===== config.mk =====
export PLATFORM = sky130hd
export DESIGN_NAME = rr_stream_mux
export DESIGN_NICKNAME = d
export VERILOG_FILES = /design/src/rtl/rr_mux_pkg.sv /design/src/rtl/rr_arbiter.sv /design/src/rtl/rr_stream_mux.sv
export SDC_FILE = /design/constraint.sdc
export NUM_CORES = 1
export LEC_CHECK = 0
export ABC_AREA = 1
export CAP_MARGIN = 0
export CORE_MARGIN = 1
export CORE_UTILIZATION = 42
export CTS_CLUSTER_DIAMETER = 40
export DETAILED_ROUTE_END_ITERATION = 6
export GPL_TIMING_DRIVEN = 0
export PLACE_DENSITY_LB_ADDON = 0.12
export REMOVE_ABC_BUFFERS = 1
export SLEW_MARGIN = 25
export SYNTH_ARGS = -nofsm -noshare
export SYNTH_HDL_FRONTEND = slang
export SYNTH_HIERARCHICAL = 1
export SYNTH_SLANG_ARGS = --single-unit

===== constraint.sdc =====
create_clock -name clk -period 6.6 [get_ports clk]
set_input_delay 1.98 -clock clk [delete_from_list [all_inputs] [get_ports clk]]
set_output_delay 1.98 -clock clk [all_outputs]
set_load 0.01 [all_outputs]

===== src/rtl/rr_mux_pkg.sv =====
// Shared constants and helpers for the round-robin stream multiplexer family.
package rr_mux_pkg;

    localparam int MODE_SEL = 0;
    localparam int MODE_RR  = 1;

    // Channel-index width; a 1-bit index is kept even for degenerate channel counts.
    function automatic int ch_w(input int n);
        return (n <= 2) ? 1 : $clog2(n);
    endfunction

endpackage


===== src/rtl/rr_arbiter.sv =====
// Stateless round-robin arbiter: rotate requests past the last winner, pick the
// lowest set bit, then rotate the winning index back into channel numbering.
module rr_arbiter
    import rr_mux_pkg::*;
#(
    parameter int N_CH = 4,
    parameter int CH_W = ch_w(N_CH)
) (
    input  logic [N_CH-1:0] req,
    input  logic [CH_W-1:0] last,
    output logic [CH_W-1:0] gnt_idx,
    output logic            gnt_valid
);

    localparam logic [CH_W-1:0] LAST_CH = CH_W'(N_CH - 1);
    localparam logic [CH_W:0]   N_EXT   = (CH_W + 1)'(N_CH);

    logic [CH_W-1:0] w_start;
    logic [N_CH-1:0] w_rot;
    logic [CH_W-1:0] w_first;
    logic [CH_W:0]   w_sum;
    logic [CH_W:0]   w_wrap;

    // Highest priority goes to the channel just after the previous winner.
    assign w_start = (last >= LAST_CH) ? '0 : last + 1'b1;

    genvar gi, gj;
    generate
        for (gi = 0; gi < N_CH; gi++) begin : g_rot
            logic [N_CH-1:0] w_cand;
            for (gj = 0; gj < N_CH; gj++) begin : g_cand
                assign w_cand[gj] = req[(gi + gj) % N_CH];
            end
            assign w_rot[gi] = w_cand[w_start];
        end
    endgenerate

    always_comb begin
        w_first = '0;
        for (int i = N_CH - 1; i >= 0; i--) begin
            if (w_rot[i]) begin
                w_first = CH_W'(i);
            end
        end
    end

    assign w_sum     = {1'b0, w_first} + {1'b0, w_start};
    assign w_wrap    = w_sum - N_EXT;
    assign gnt_idx   = (w_sum >= N_EXT) ? w_wrap[CH_W-1:0] : w_sum[CH_W-1:0];
    assign gnt_valid = |req;

endmodule


===== src/rtl/rr_stream_mux.sv =====
// N:1 valid/ready stream multiplexer with a single registered output stage.
// Channel choice comes from an external select or from a round-robin arbiter.
module rr_stream_mux
    import rr_mux_pkg::*;
#(
    parameter int N_CH  = 4,
    parameter int WIDTH = 8,
    parameter int MODE  = MODE_RR,
    parameter int CH_W  = ch_w(N_CH)
) (
    input  logic                  clk,
    input  logic                  rst_n,
    input  logic [N_CH-1:0]       in_valid,
    input  logic [N_CH*WIDTH-1:0] in_data,
    output logic [N_CH-1:0]       in_ready,
    input  logic [CH_W-1:0]       sel,
    output logic                  out_valid,
    output logic [WIDTH-1:0]      out_data,
    output logic [CH_W-1:0]       out_ch,
    input  logic                  out_ready
);

    logic             r_out_valid;
    logic [WIDTH-1:0] r_out_data;
    logic [CH_W-1:0]  r_out_ch;
    logic [CH_W-1:0]  r_rr_last;

    logic             w_load_en;
    logic             w_sel_valid;
    logic [CH_W-1:0]  w_rr_idx;
    logic             w_rr_valid;
    logic [CH_W-1:0]  w_gnt_idx;
    logic             w_gnt_valid;
    logic             w_xfer;
    logic [N_CH-1:0]  w_ready;
    logic [WIDTH-1:0] w_mux;

    // The output stage accepts a new beat when empty or draining this cycle.
    assign w_load_en = !r_out_valid || out_ready;

    rr_arbiter #(
        .N_CH (N_CH),
        .CH_W (CH_W)
    ) u_arb (
        .req       (in_valid),
        .last      (r_rr_last),
        .gnt_idx   (w_rr_idx),
        .gnt_valid (w_rr_valid)
    );

    // An out-of-range select matches no channel and therefore grants nothing.
    always_comb begin
        w_sel_valid = 1'b0;
        for (int i = 0; i < N_CH; i++) begin
            if (sel == CH_W'(i)) begin
                w_sel_valid = in_valid[i];
            end
        end
    end

    assign w_gnt_idx   = (MODE == MODE_SEL) ? sel         : w_rr_idx;
    assign w_gnt_valid = (MODE == MODE_SEL) ? w_sel_valid : w_rr_valid;
    assign w_xfer      = w_load_en && w_gnt_valid;

    always_comb begin
        w_ready = '0;
        if (rst_n && w_xfer) begin
            for (int i = 0; i < N_CH; i++) begin
                w_ready[i] = (w_gnt_idx == CH_W'(i));
            end
        end
    end

    always_comb begin
        w_mux = '0;
        for (int i = 0; i < N_CH; i++) begin
            if (w_gnt_idx == CH_W'(i)) begin
                w_mux = in_data[i*WIDTH +: WIDTH];
            end
        end
    end

    // With no grant the stage empties but keeps the last data and channel.
    always_ff @(posedge clk or negedge rst_n) begin
        if (!rst_n) begin
            r_out_valid <= 1'b0;
            r_out_data  <= '0;
            r_out_ch    <= '0;
        end else if (w_load_en) begin
            if (w_gnt_valid) begin
                r_out_valid <= 1'b1;
                r_out_data  <= w_mux;
                r_out_ch    <= w_gnt_idx;
            end else begin
                r_out_valid <= 1'b0;
            end
        end
    end

    always_ff @(posedge clk or negedge rst_n) begin
        if (!rst_n) begin
            r_rr_last <= CH_W'(N_CH - 1);
        end else if ((MODE == MODE_RR) && w_xfer) begin
            r_rr_last <= w_gnt_idx;
        end
    end

    assign in_ready  = w_ready;
    assign out_valid = r_out_valid;
    assign out_data  = r_out_data;
    assign out_ch    = r_out_ch;

    a_ready_onehot: assert property (@(posedge clk) disable iff (!rst_n) $onehot0(in_ready));

endmodule


# [Word-level counts from Yosys, hierarchy flattened]
# Index checks and enable logic that the tools add are counted.
[word_totals] regBits=13 inputBits=41 out_inout_bits=15 word_cells=40
[op_classes] addsub=3 n_eq_ne=3 n_lt_le_gt_ge=3 n_reduce_logical=7 n_mux=20
[op_table] operator="$mux 8" count=4
[op_table] operator="$mux 2" count=6
[op_table] operator="$bmux 1 s2" count=4
[op_table] operator="$mux 1" count=5
[op_table] operator="$eq 2x2->1 const B" count=2
[op_table] operator="$mux 4" count=1
[op_table] operator="$reduce_or 4->1" count=1
[op_table] operator="$add 2x2->3" count=1
[op_table] operator="$ge 3x3->1 const B" count=1
[op_table] operator="$lt 2x3->1 const B" count=1
[op_table] operator="$add 2x1->2 const B" count=1
[op_table] operator="$eq 2x1->1 const B" count=1
[op_table] operator="$ge 2x2->1 const B" count=1
[op_table] operator="$logic_and 1x1->1" count=2
[op_table] operator="$logic_not 2->1" count=1
[op_table] operator="$reduce_and 2->1" count=1
[op_table] operator="$sub 2x1->2 const B" count=1
[op_table] operator="$logic_not 1->1" count=1
[op_table] operator="$logic_or 1x1->1" count=1

# [Longest topological paths before layout]
# Gate-level depths: netlist of run 1.
[logic_depth] word_depth=16 depth_mapped=18 ltp_nobuf=18

# [Hierarchy]
# Netlist of run 1, hierarchy kept.
[modules_own_cells] mod="rr_stream_mux" area_per_inst_um2=793.3 cells_per_inst=117 n_inst=1
[modules_own_cells] mod="rr_arbiter" area_per_inst_um2=272.8 cells_per_inst=56 n_inst=1

# [Least setup slack after synthesis of run 1]
# OpenSTA, ideal clock, no wires.
[synth_path] kind="input port to output port" from="in in_valid[2]" to="out in_ready[0]" arrival_ns=3.166 n_path_buf=0 path_slack_ns=1.454 stages=13 cell_sequence="inv_1 -> nand2_2 -> nand3_1 -> nand2_2 -> nor2_4 -> nand2_1 -> nand2_1 -> nand2_1 -> nand2_1 -> nand2_1 -> nor2_4 -> inv_1 -> nor2_1"
[synth_via] elab_chain_cells=11
[synth_rtl] item="start, declared" line="rr_stream_mux.sv:13" rtl="input logic [N_CH-1:0] in_valid,"
[synth_rtl] item="$bmux 1 s2" line="rr_arbiter.sv:34" rtl="assign w_rot[gi] = w_cand[w_start];"
[synth_rtl] item="$mux 1 (not written as such)" line="rr_arbiter.sv:34"
[synth_rtl] item="$mux 2 (3 in series)" line="rr_arbiter.sv:41" rtl="if (w_rot[i]) begin"
[synth_rtl] item="$mux 2 *" line="rr_arbiter.sv:41"
[synth_rtl] item="$add 2x2->3 *" line="rr_arbiter.sv:47" rtl="assign w_sum = {1'b0, w_first} + {1'b0, w_start};"
[synth_rtl] item="$ge 3x3->1 or $sub 2x1->2 (tied branches)" line="rr_arbiter.sv:49, rr_arbiter.sv:48"
[synth_rtl] item="$mux 2 *" line="rr_arbiter.sv:49" rtl="assign gnt_idx = (w_sum >= N_EXT) ? w_wrap[CH_W-1:0] : w_sum[CH_W-1:0];"
[synth_rtl] item="via w_gnt_idx[1]" line="rr_stream_mux.sv:32" rtl="logic [CH_W-1:0] w_gnt_idx;"
[synth_rtl] item="$logic_not 2->1 *" line="rr_stream_mux.sv:69" rtl="w_ready[i] = (w_gnt_idx == CH_W'(i));"
[synth_rtl] item="$mux 4 *" line="rr_stream_mux.sv:67" rtl="if (rst_n && w_xfer) begin"
[synth_rtl] item="end, declared" line="rr_stream_mux.sv:15" rtl="output logic [N_CH-1:0] in_ready,"
# The timed path passes the listed nets; every way through them passes the cells marked *. The select of a mux whose other input is x is not followed.

# [Final worst setup path of run 1]
[layout_path] from="in in_valid[3]" to="out in_ready[3]"
[layout_via] elab_chain_cells=11
[layout_rtl] item="$bmux 1 s2" line="rr_arbiter.sv:34"
[layout_rtl] item="$mux 1 (not written as such)" line="rr_arbiter.sv:34"
[layout_rtl] item="$mux 2 (3 in series)" line="rr_arbiter.sv:41"
[layout_rtl] item="$mux 2 *" line="rr_arbiter.sv:41"
[layout_rtl] item="$add 2x2->3 *" line="rr_arbiter.sv:47"
[layout_rtl] item="$ge 3x3->1 or $sub 2x1->2 (tied branches)" line="rr_arbiter.sv:49, rr_arbiter.sv:48"
[layout_rtl] item="$mux 2 *" line="rr_arbiter.sv:49"
[layout_rtl] item="via w_gnt_idx[0]" line="rr_stream_mux.sv:32"
[layout_rtl] item="$eq 2x2->1 *" line="rr_stream_mux.sv:69"
[layout_rtl] item="$mux 4 *" line="rr_stream_mux.sv:67"
# Marks and branches as above.

==> results of run 1 <==
## per-layer routing
metal / vias to the layer above / track usage, % / share of wire (%)
met5: - / 0 / 0
met4: 0 / 11.4 / 3.2
met3: 11 / 5.80 / 6.2
met2: 51 / 46.2 / 51
met1: 579 / 25.4 / 40
li1: 647 / - / -
## what timing repair did
item                       in CTS  in global routing
buffers inserted                0                  0
setup endpoints to repair       4                  4
hold endpoints to repair        0                  0
resized for setup               1                  3
## worst reg2reg max path, stage by stage, from the launching register on
cell and delay (ns):
dfstp_2 0.58, ha_1 0.32, inv_1 0.21, nand2_1 0.09, nand2_2 0.09, inv_1 0.06
nand3_1 0.10, inv_1 0.09, nor2_4 0.36, nand2_2 0.21, nor2_1 0.16, nor2_1 0.07
nand2_1 0.09, nand2_1 0.04
## how the worst max path moves through the flow
stage / cells after the start / end / slack (ns)
after floorplan: 11 / in_ready[3] / 0.99
after global placement: 13 / in_ready[3] / -0.25
after detailed placement: 12 / in_ready[3] / -0.34
after CTS: 12 / in_ready[3] / 0.007
after global routing: 13 / in_ready[3] / 0.02
final: 12 / in_ready[3] / 0.25
## registers in the layout, indices dropped and copies added (netlist names)
register,flops
out_data,8
r_rr_last,2
out_valid,1
out_ch,2
## layout by cell type (no fill, tap or decap)
master,Yosys,layout
nand3_1,26,26
clkdlybuf4s50_1,0,53
ha_1,1,1
dfrtp_1,11,11
a21oi_1,1,1
clkbuf_4,1,3
nand4_1,1,1
nor2_4,3,4
nand2_4,1,2
o21ai_0,8,8
dfstp_2,2,2
nand2_1,71,70
nand2_2,7,7
inv_2,2,2
inv_1,13,13
clkbuf_1,0,1
nor2_1,21,20
## stage by stage
step	utilization (%)	cell area, um^2	worst slack (ns)	hold WS [ns]	TNS, ns
finish	70.5	1620	0.248	0.473	0
floorplan	-	1010	0.986	0.450	0
global placement	68.7	1580	-0.249	0.460	-0.302
detailed placement	68.7	1580	-0.339	0.461	-0.677
global route	70.5	1620	0.0173	0.514	0
CTS	69.9	1610	0.00704	0.475	0
## area by class of cell
| type | instances | area, um^2 |
|---|---|---|
| fillers | 209 | 678 |
| multi-input cells | 140 | 643 |
| repair buffers | 53 | 531 |
| flip-flops and latches | 13 | 328 |
| inverters | 15 | 56.3 |
| well taps | 28 | 35.0 |
| clock buffers | 4 | 26.3 |
## cells by family after synthesis
logic type | Yosys count
AO/OA/AOI/OAI | 9
adder cells (fa/ha/maj) | 1
buffers and inverters | 20
flip-flops | 13
AND/OR/NAND/NOR | 130
==> impl_metrics.ini, run 1 <==
[logic_synthesis]
synth-xor-area-share_pct = 0
synth_top_area_share_pct = 25.8
synthSimpleGateAreaFrac_pct = 53.5
yosys.area_share.adder_pct = 1.17
synth_compound_area_share_pct = 4.23
ys_seq_area_share_pct = 30.8
yosys_warnings = 6
yosysMostFrequentCell = nand2_1
ys_ff_latch = 13
synth.avg_cell_area_um2 = 6.16
async_reset_ff_share_pct = 100
yosysTopAreaCell = dfrtp_1
synth_area_leaders = dfrtp_1 26%, nand2_1 25%, nand3_1 12%
synth_top_family_by_area = simple AND/OR/NAND/NOR gates
syn_area_um2 = 1070
postSynthCellCount = 173
synth_cell_types = 18
synth_common_cells = 71 x nand2_1, 26 x nand3_1, 21 x nor2_1
synth_mux_area_share_pct = 0
synth_top_flop_cell = dfrtp_1
synth-edff-count = 0

[grt]
grt_start_max_net_pins = 23
grt_pass1_vias = 1312
track_usage_pct = 24.7
grt_first_pass_wirelength_um = 5020
antenna_found_initial = 0
grt_overflow = 0

[worst_setup_path]
slowest_delay_ns = 0.56
crit_required_ns = 4.62
crit_fanout = 19
critPathKind = in2out
slowest_stage = clkdlybuf4s50_1
cpMostUsedCell = inv_1
crit_chain = clkdlybuf4s50_1 -> inv_1 -> nand2_1 -> nand3_1 -> nand2_2 -> inv_1 -> nand3_1 -> inv_1 -> nor2_4 -> nand2_2 -> nor2_1 -> clkdlybuf4s50_1
r2r_slack_ns = 4.01
cp-start-kind = primary input
r2r-start = r_rr_last[0]
path_delay_family = buffers and inverters
critPathArrivalTime_ns = 4.37
end_kind = output pin
reg2reg_to = out_data[0]
startpoint = in_valid[3]
r2r_cells = 13
cp_num_buf_inv = 5

[timing]
fmax_mhz = 157
tightest_slew_ns = 0.682
hold_violations = 0
finalSetupViolCount = 0
skew_ns = 0.00249
finalMaxSlewViolations = 0
post-route-period-util_pct = 96.2
fin_crit_ns = 6.35
slew_headroom_pct = 54.4
rsz0062_at_grt = no

[clock_tree]
cts_buffers = 3
root_buffer = clkbuf_4
htree_levels = 1
ctsHoldBuffers = 0
clk_latency_ns = 0.27
clock_path_buffers = 2
numClockSinks = 13
clk_pin_slew_ns = 0.07
cts_tree = done

[detailed_routing]
routed_wl_um = 2890
drt_pass1_iterations = 4
vias = 1288
vias_per_cell = 5.09
post-route-drc-count = 0
avgRoutedWirePerCell_um = 11.4
antenna_left = 0
drtIter0Drc = 25

[final_layout]
drive_gt1_share_pct = 8.89
area_growth_pct = 51.9
diodes = 0
final_cells = 253
final_nets = 268

[place]
gp_congestion = 0.793
io_buffers = 53
dp.cells = 249
dpl.hpwl_um = 2260

[min_path]
hold_path.class = reg2reg
min_from = r_rr_last[1]
min_to = r_rr_last[1]
holdPathStages = 2

[floorplanning]
die_w_um = 52.4
fp.coreArea_um2 = 2300
die_h_um = 52.4
num_rows = 17
ios = 56
dieArea_um2 = 2740
start_util_pct = 46.4

[run_status]
status = complete, no violations

[flow_run]
maxCapViolations = 0
Power of run 1 is not shown: default switching activity piles up to over one toggle a cycle in this logic, so the estimate is an artifact.
==> inputs of run 2 (changes only) <==
--- a/config.mk
+++ b/config.mk
@@ -6,7 +6,6 @@
 export NUM_CORES = 1
 export LEC_CHECK = 0
 export ABC_AREA = 1
-export CAP_MARGIN = 0
 export CORE_MARGIN = 1
 export CORE_UTILIZATION = 42
 export CTS_CLUSTER_DIAMETER = 40
==> constraint.sdc (replaced) <==
create_clock -name clk -period 7.75 [get_ports clk]
set_input_delay 2.325 -clock clk [delete_from_list [all_inputs] [get_ports clk]]
set_output_delay 2.325 -clock clk [all_outputs]
set_load 0.01 [all_outputs]
==> run 2 against run 1 <==
  * Final cell count unchanged
  * Critical path depth unchanged
  * Utilization decreased by 0.54 points
  * Global-route usage unchanged
  * First-iteration DRC count increased by 8.0%
  * Cell area decreased by 0.77%
  * Wire length decreased by 0.21%
  * Hold slack improved by 0.00063 ns
  * Clock-buffer cell count unchanged
  * Register-to-register slack improved by 0.89 ns
  * Sequential share of layout area increased by 0.16 points
  * Largest cell class unchanged
==> impl_metrics.ini, run 2 (synthesis gave the netlist of run 1 again) <==
[worst_setup_path]
critPathArrivalTime_ns = 4.98
end_kind = output pin
cpMostUsedCell = inv_1
crit_chain = clkdlybuf4s50_1 -> inv_1 -> nand2_1 -> nand3_1 -> nand2_2 -> inv_1 -> nand3_1 -> inv_1 -> nor2_2 -> nand2_2 -> nor2_1 -> clkdlybuf4s50_1
r2r_cells = 13
crit_fanout = 19
critPathKind = in2out
slowest_stage = nor2_2
slowest_delay_ns = 0.58
crit_required_ns = 5.43
cp-start-kind = primary input

[floorplanning]
dieArea_um2 = 2740
num_rows = 17
die_h_um = 52.4
die_w_um = 52.4
ios = 56
start_util_pct = 46.4
fp.coreArea_um2 = 2300

[clock_tree]
postCtsSetupBuffers = 0
clk_pin_slew_ns = 0.07
cts_tree = done
numClockSinks = 13
clock_path_buffers = 2
root_buffer = clkbuf_4
ctsHoldBuffers = 0
post_cts_resized = 0
cts_buffers = 3
htree_levels = 1
clk_latency_ns = 0.27

[timing]
worst_slack_ns = 0.449
fin_tns_setup_ns = 0
finalMaxSlewViolations = 0
tightest_slew_ns = 0.728
slew_headroom_pct = 51.4
hold_violations = 0
finalSetupViolCount = 0
post-route-period-util_pct = 94.2
fmax_mhz = 137
rsz0062_at_grt = no
fin_crit_ns = 7.30
skew_ns = 0.00242

[final_layout]
diodes = 0
mostFrequentLayoutCell = nand2_1
largest_reg_flops = 8
drive_gt1_share_pct = 8.44
final_nets = 268
final_cell_mix = 71 x nand2_1, 53 x clkdlybuf4s50_1, 26 x nand3_1, 20 x nor2_1, 13 x inv_1
area_growth_pct = 50.7

[min_path]
holdPathStages = 2
hold_path.class = reg2reg

[detailed_routing]
antenna_left = 0
drtIter0Drc = 27
avgRoutedWirePerCell_um = 11.4
post-route-drc-count = 0
vias_per_cell = 5.09
drt_pass1_iterations = 4
vias = 1288
routed_wl_um = 2890

[place]
dp_slack_ns = 0.121
dpl.hpwl_um = 2260
gp_congestion = 0.793
io_buffers = 53

[run_status]
status = complete, no violations

[grt]
grt_first_pass_wirelength_um = 5020
grt_pass1_vias = 1312
antenna_found_initial = 0
grt_overflow = 0
grt_start_max_net_pins = 23
track_usage_pct = 24.7

[flow_run]
maxCapViolations = 0
-- run 2: worst paths after layout --
kind / from / end / slack, ns
worst max-delay path: in_valid[3] / in_ready[3] / 0.45
worst min-delay path: r_rr_last[1] / r_rr_last[1] / 0.47
worst max register to register: r_rr_last[0] / out_data[0] / 4.90
worst min register to register: r_rr_last[1] / r_rr_last[1] / 0.47
max in group asynchronous: rst_n / out_data[3] / 4.92
min in group asynchronous: rst_n / out_ch[1] / 2.43
-- run 2: critical path: cells and delay by family --
family	cells	cell delay, ns
buffers and inverters	5	1.27
AND/OR/NAND/NOR	7	1.38
-- run 2: per-stage QoR --
stage	hold slack (ns)	util (%)	area, um^2	std cells
after floorplan	0.450	-	1010	168
after global placement	0.460	68.7	1580	249
after detailed placement	0.461	68.7	1580	249
after CTS	0.475	69.8	1600	253
after global routing	0.514	69.9	1610	253
final	0.474	69.9	1610	253
-- run 2: layer usage --
metal | part of all wire (%) | vias up | global-route usage, %
met5 | 0 | - | 0
met4 | 2.9 | 0 | 11.4
met3 | 6.2 | 11 | 5.80
met2 | 51 | 52 | 46.2
met1 | 40 | 576 | 25.4
li1 | - | 649 | -
-- run 2: cell type report --
class	instances	area (um^2)
Tap cell	28	35.0
Timing Repair Buffer	53	531
Multi-Input combinational cell	140	631
Inverter	15	56.3
Clock buffer	4	26.3
Fill cell	211	691
Sequential cell	13	328
Power of run 2 is left out for the same reason.
